==> src/rtl/index_decoder_bitmap.sv <==
// Index-to-one-hot decoder with a registered occupancy bitmap updated by SET/CLR/TOGGLE beats.
// Optional thermometer output is enabled by defining INDEX_DECODER_THERMO_EN.
module index_decoder_bitmap #(
    parameter int N    = 64,
    parameter int IDXW = $clog2(N)
) (
    input  logic            clk,
    input  logic            rst,
    input  logic            in_valid,
    output logic            in_ready,
    input  logic            in_has,
    input  logic [IDXW-1:0] in_idx,
    input  logic [1:0]      in_op,
    input  logic            clear_all,
    output logic            out_valid,
    input  logic            out_ready,
    output logic [N-1:0]    out_onehot,
    output logic            out_err,
`ifdef INDEX_DECODER_THERMO_EN
    output logic [N-1:0]    out_thermo,
`endif
    output logic [N-1:0]    map,
    output logic [IDXW:0]   map_cnt,
    output logic            map_empty,
    output logic            map_full
);

    localparam logic [IDXW:0] N_EXT = (IDXW+1)'(N);
    localparam logic [1:0] OP_NOP = 2'b00;
    localparam logic [1:0] OP_SET = 2'b01;
    localparam logic [1:0] OP_CLR = 2'b10;

    // Handshake: a beat transfers on a side when valid && ready on the same rising edge;
    // valid never waits for ready, and a stalled output (out_valid && !out_ready) holds every field.
    logic            accept;
    logic            idx_ok;
    logic            bad_idx;
    logic [N-1:0]    dec_onehot;
    logic [N-1:0]    base_map;
    logic [IDXW:0]   base_cnt;
    logic            op_active;
    logic            old_bit;
    logic            new_bit;
    logic            cnt_inc;
    logic            cnt_dec;
    logic [N-1:0]    map_next;
    logic [IDXW:0]   cnt_next;

    assign in_ready   = !out_valid || out_ready;
    assign accept     = in_valid && in_ready;
    assign bad_idx    = in_has && ({1'b0, in_idx} >= N_EXT);
    assign idx_ok     = in_has && !bad_idx;
    assign dec_onehot = idx_ok ? (N'(1) << in_idx) : '0;

    // clear_all zeroes the base first so a coincident op lands on an empty map.
    assign base_map  = clear_all ? '0 : map;
    assign base_cnt  = clear_all ? '0 : map_cnt;
    assign op_active = accept && idx_ok && (in_op != OP_NOP);
    assign old_bit   = |(base_map & dec_onehot);

    always_comb begin
        new_bit = old_bit;
        case (in_op)
            OP_SET:  new_bit = 1'b1;
            OP_CLR:  new_bit = 1'b0;
            OP_NOP:  new_bit = old_bit;
            default: new_bit = ~old_bit;
        endcase
    end

    assign cnt_inc  = op_active && new_bit && !old_bit;
    assign cnt_dec  = op_active && !new_bit && old_bit;
    assign map_next = !op_active ? base_map :
                      (new_bit ? (base_map | dec_onehot) : (base_map & ~dec_onehot));
    assign cnt_next = base_cnt + {{IDXW{1'b0}}, cnt_inc} - {{IDXW{1'b0}}, cnt_dec};

    always_ff @(posedge clk or posedge rst) begin
        if (rst) begin
            out_valid  <= 1'b0;
            out_onehot <= '0;
            out_err    <= 1'b0;
        end else if (accept) begin
            out_valid  <= 1'b1;
            out_onehot <= dec_onehot;
            out_err    <= bad_idx;
        end else if (out_ready) begin
            out_valid  <= 1'b0;
            out_onehot <= '0;
            out_err    <= 1'b0;
        end
    end

`ifdef INDEX_DECODER_THERMO_EN
    // Mask of idx and every lower bit; zero when no valid index is present.
    always_ff @(posedge clk or posedge rst) begin
        if (rst) begin
            out_thermo <= '0;
        end else if (accept) begin
            out_thermo <= idx_ok ? (dec_onehot | (dec_onehot - N'(1))) : '0;
        end else if (out_ready) begin
            out_thermo <= '0;
        end
    end
`endif

    always_ff @(posedge clk or posedge rst) begin
        if (rst) begin
            map       <= '0;
            map_cnt   <= '0;
            map_empty <= 1'b1;
            map_full  <= 1'b0;
        end else begin
            map       <= map_next;
            map_cnt   <= cnt_next;
            map_empty <= (cnt_next == '0);
            map_full  <= (cnt_next == N_EXT);
        end
    end

endmodule

==> config.mk <==
export PLATFORM = sky130hd
export DESIGN_NAME = index_decoder_bitmap
export DESIGN_NICKNAME = d
export VERILOG_FILES = /design/src/rtl/index_decoder_bitmap.sv
export SDC_FILE = /design/constraint.sdc
export NUM_CORES = 1
export LEC_CHECK = 0
export ABC_CLOCK_PERIOD_IN_PS = 5020
export BUFFER_PORTS_ARGS = -buffer_cell sky130_fd_sc_hd__buf_2
export CORE_ASPECT_RATIO = 2
export CORE_UTILIZATION = 54
export CTS_BUF_LIST = sky130_fd_sc_hd__clkbuf_4 sky130_fd_sc_hd__clkbuf_8
export CTS_CLUSTER_DIAMETER = 80
export DETAILED_ROUTE_END_ITERATION = 8
export PLACE_DENSITY = 0.89
export SYNTH_ARGS = -nofsm -noshare
export SYNTH_HDL_FRONTEND = slang
export SYNTH_SLANG_ARGS = --single-unit
==> constraint.sdc <==
create_clock -name clk -period 5.02 [get_ports clk]
set_input_delay 0 -clock clk [delete_from_list [all_inputs] [get_ports clk]]
set_output_delay 0 -clock clk [all_outputs]
set_load 0.05 [all_outputs]
* Word level (Yosys, flattened, before mapping) *
Cells that the tools add are included.

storage, ports and cells
  register bits after elaboration = 139
  bits of input ports = 14

cells by class
  equality and inequality tests = 3
  multiplexer cells = 11
  add/subtract/negate cells = 2
  shift-type cells = 1
  reductions and logical operators = 16
  bitwise operators = 5

operators with widths
  kind                                                                number
  64-bit 2-to-1 mux                                                   6
  64-bit bitwise AND                                                  2
  64-bit NOT                                                          1
  64-bit bitwise OR                                                   1
  64-bit OR reduction                                                 1
  1-bit by 6-bit left shift with 64-bit output, first input constant  1
  7-bit by 1-bit adder with 7-bit output                              1
  7-bit == test, second input constant                                1
  1-bit logical AND                                                   7
  7-bit zero test                                                     1
  7-bit 2-to-1 mux                                                    1
  7-bit by 1-bit subtractor with 7-bit output                         1
  2-bit nonzero test                                                  2
  1-bit zero test                                                     3
  1-bit 2-to-1 mux                                                    3
  1-bit one-hot mux with 3 select lines                               1
  2-bit by 1-bit == test with 1-bit output, second input constant     1
  2-bit == test, second input constant                                1
  2-bit zero test                                                     1
  1-bit logical OR                                                    1
  1-bit NOT                                                           1

* Depth between registers and ports, before layout *
  word-level depth = 11
  mapped depth = 21
  gate-level depth less buffers = 17

* Least setup slack after synthesis *
Ideal clock, no wire load.

  kind = register to register
  start = register map[14]
  end = register map_full
  setup time = 73 ps
  stages on the path, launching flop included = 17
  required time = 4947 ps
  period minus slack after synthesis = 4056 ps
  slack = 964 ps
  data arrival time = 3983 ps
  path through = dfrtp_1 > or4bb_1 > a2111oi_0 > nor4_1 > or4b_1 > buf_2 > o211ai_1 > o31ai_1 > ha_1 > inv_1 > fa_1 > inv_1 > a21o_1 > a21oi_1 > xnor2_1 > or4b_2 > nor2b_1

between the ends
  word-level cells in the longest chain between the ends = 10

RTL lines
  item                                                                         line    text
  start, declared                                                              22      output logic [N-1:0] map,
  start signal, assigned                                                       113     map <= map_next;
  64-bit 2-to-1 mux *                                                          56      assign base_map = clear_all ? '0 : map;
  64-bit bitwise AND *                                                         59      assign old_bit = |(base_map & dec_onehot);
  64-bit OR reduction *                                                        59
  1-bit NOT                                                                    67      default: new_bit = ~old_bit;
  1-bit one-hot mux with 3 select lines                                        63      case (in_op)
  1-bit logical AND or 1-bit zero test (tied branches)                         71, 72
  1-bit logical AND (on tied branches)                                         71, 72
  7-bit by 1-bit adder with 7-bit output or 1-bit logical AND (tied branches)  75, 72
  7-bit by 1-bit subtractor with 7-bit output *                                75      assign cnt_next = base_cnt + {{IDXW{1'b0}}, cnt_inc} - {{IDXW{1'b0}}, cnt_dec};
  named net cnt_next[4]                                                        47      logic [IDXW:0] cnt_next;
  7-bit == test *                                                              116     map_full <= (cnt_next == N_EXT);
  end signal, assigned                                                         116
  end, declared                                                                25      output logic map_full

Mark *: on every way through the listed nets, which the timed path passes. The rest lies on a longest branch.
A chain may end at the register's enable or synchronous reset.

* Worst setup path after layout *
  start = register map[25]
  end = register map_full

The elaborated chain is that of the path after synthesis.

==> results.md <==
- Status: finished clean
- Starting density of the core: 55.49%
- Synth Net Count: 740
- MaxCap Viol Count: 0
- Global route overflow: 0
- DRC Markers: 0
- Skew final: 0.01424 ns
- Setup TNS: 0 ns
- Mapped Cells: 719
- Worst path required time: 5.40 ns
- Cell breakdown of the critical path: mux2i_1, o21ai_0, a211o_1, nor4_4, a21oi_1, o211ai_1, o31ai_1, ha_1, inv_1, fa_1, inv_1, a21o_1, a21oi_1, xnor2_1, or4b_2, nor2b_1
- Fillers: 1044
- Switching power share of the total: 31.81%
- FF+latch count, synth: 138
- EDFF count, synth: 0
- Slew @ Worst Pin: 0.8948 ns
- Startpoint types: flop
- Sw power: 766.3 µW
- Via density: 6.548
- P_int: 1643 µW
- Final worst-path cycle share: 85.37%
- Worst hold stages: 3
- Yosys warns: 0
- GPL Wtd Cong: 1.020
- Synth top area share: 47.55%
- DR vias: 6666
- Total Wirelength: 23590 µm
- Initial antenna violation count: 0
- Placed Area: 7985 µm²
- CTS tree: done
- Slowest stage cell on the critical path: or4b_2
- Setup violations, final: 0
- Netlist cell types: 78
- FF-to-FF path depth: 16
- Syn-to-layout area delta: 16.33%
- Crit path capture type: flop
- Clk pwr share: 35.2%
- Cell Area, Synth: 7209 µm²
- Clk sinks: 138
- Combinational Power Share: 16.9%
- Root buf cell: clkbuf_8
- Post-CTS Setup Inserts: 0
- Wire per inst: 23.18 µm
- Hold path start: in_idx[3]
- Cts bufs inserted: 17
- Maximum root-to-sink buffer count: 2
- Commonest non-fill, non-tap cell in the layout: buf_2
- Fmax: 0.2333 GHz
- Leakage: 0.004060 µW
- ANT cells: 0
- DRT antenna net count: 0
- RR Endpoint: map_full$_DFF_PP0_
- Tot GR Track Use: 34.84%
- Initial DRT Pass Iterations: 5
- Std-Cell Rows: 59
- Nets: 875
- Hold path endpoint: out_onehot[57]$_DFFE_PP0P_
- Cell taking the most area after synthesis: dfrtp_1
- Slew Limit Fails: 0
- Top cells by area, synth: dfrtp_1 48%, a21oi_1 5.3%, a31oi_2 5.2%, a22o_1 4.6%, nand2_1 3.1%
- Top FF cell, synth: dfrtp_1
- First-pass GRT wire length: 36350 µm
- H-tree levels: 4
- Hold Fails Final Rpt: 0
- CORE AREA: 12990 µm²
- Largest net degree at the start of global routing: 73
- Asr flop ratio synth: 100.0%
- Seq pwr share: 47.9%
- Die width: 83.71 µm
- Worst path max stage delay: 0.69 ns
- Ratio of cells with drive above 1 in the final layout: 30.02%
- Min-delay worst type: in -> reg
- IO Pins: 154
- 1st-iter DRT viols: 664
- RSZ-0062 raised after global routing: false
- Clock-pin transition on the worst setup and hold timing paths: 0.08 ns
- Flop-to-flop setup slack: 0.73 ns
- Fin area: 8387 µm²
- Register area share after synthesis: 47.92%
- Relative slew slack: 40.35%
- Die Ht: 165.4 µm
- # port buffers: 152
- CP arrival: 4.67 ns
- Reg2reg start: map[25]$_DFF_PP0_
- Die area: 13850 µm²
- Max VDD drop: 0.0002640 V
- Kind of critical path: reg -> reg
- Most frequent cells in the layout: 152 x buf_2, 137 x dfrtp_1, 76 x a21oi_1
- Post-DP HPWL: 17080 µm
- Fin Hold WS: 0.09936 ns
- Pwr dens: 287.2 nW/µm²
- Worst-skew pair later-pin latency: 0.45 ns
- Max FO, Critical Path: 4
- Vias in the first global route: 6525
- Final min period: 4.286 ns
- Synth Area per Inst: 10.03 µm²
[repair_timing]
item / CTS / global route
resized for setup: 0 / 0
hold buffers: 4 / 0
hold endpoints to repair: 73 / 0
[metal layers]
metal | vias to the layer above | GRT usage [%] | wire [µm]
li1 | 2904 | - | -
met1 | 3243 | 38.78 | 8174
met2 | 401 | 60.16 | 12000
met3 | 118 | 6.213 | 1667
met4 | 0 | 24.35 | 1751
met5 | - | 0 | 0
[flip-flops by register name (all words and copies together) (netlist names)]
name        flops
map            64
map_empty       1
out_valid       1
map_cnt         7
out_onehot     64
map_full        1
[metrics by stage]
stage          total power (µW)  worst slack [ns]  std cells  utilization, %
6_report                   2409            0.7344       1018           64.55
5_1_grt                    2486            0.4717       1018           64.55
4_1_cts                    2411            0.7732       1018           64.55
3_5_place_dp               1574            0.6618        983           61.46
3_3_place_gp               1570            0.7522        983           61.46
2_1_floorplan              1487            0.9644        719               -
[Yosys cell counts (9+ instances only)]
| library cell | instances |
|---|---|
| o21ai_0 | 33 |
| nor2b_1 | 10 |
| inv_1 | 18 |
| a21oi_1 | 77 |
| a22o_1 | 38 |
| dfrtp_1 | 137 |
| nor4_1 | 10 |
| nor2_1 | 57 |
| nor3_1 | 20 |
| a31oi_2 | 30 |
| buf_2 | 19 |
| mux2i_1 | 12 |
| clkbuf_1 | 23 |
| nand2b_1 | 9 |
| nand3_1 | 18 |
| a31oi_1 | 18 |
| nand2_1 | 59 |
[worst max-delay path: cells and delay by family, from the launching register on]
kind | cells | cell delay [ns]
simple gates | 3 | 1.23
buf+inv | 2 | 0.13
mux | 1 | 0.18
flops | 1 | 0.43
compound gates | 7 | 1.70
fa+ha+maj | 2 | 0.43
xor+xnor | 1 | 0.11
[cell families (layout without fill, tap and decap cells)]
family | count (synthesis) | after routing | synth area share (%)
XOR/XNOR | 6 | 6 | 0.7289
flip-flops | 138 | 138 | 47.92
AND/OR/NAND/NOR | 241 | 241 | 18.22
other | 1 | 1 | 0.05202
adder cells (fa/ha/maj) | 7 | 7 | 1.319
multiplexers | 19 | 19 | 2.950
buffers and inverters | 79 | 226 | 5.848
AO/OA/AOI/OAI | 228 | 228 | 22.96
[how the worst max path moves through the flow]
stage	startpoint	endpoint	slack, ns
after floorplan	map[14]$_DFF_PP0_	map_full$_DFF_PP0_	0.96
after global placement	in_idx[5]	map_full$_DFF_PP0_	0.75
after detailed placement	in_idx[5]	map_full$_DFF_PP0_	0.66
after CTS	map[14]$_DFF_PP0_	map_full$_DFF_PP0_	0.77
after global routing	map[14]$_DFF_PP0_	map_full$_DFF_PP0_	0.47
final	map[25]$_DFF_PP0_	map_full$_DFF_PP0_	0.73
[power by group through the flow]
stage	Combinational [µW]	Clock (µW)	Sequential [µW]
CTS	403	855	1150
global placement	394	0	1180
detailed placement	399	0	1180
finish	407	848	1150
global route	433	897	1160
floorplan	226	0	1260
[cell type report]
class | count | area, µm² | share of cell area [%]
clock buffers | 18 | 241.5 | 2.879
clock inverters | 13 | 120.1 | 1.432
inverters | 18 | 70.07 | 0.8354
multi-input cells | 502 | 3352 | 39.97
flip-flops and latches | 138 | 3455 | 41.19
well taps | 152 | 190.2 | 2.268
repair buffers | 177 | 958.4 | 11.43
No activity file was read; power rests on OpenSTA's default activity.
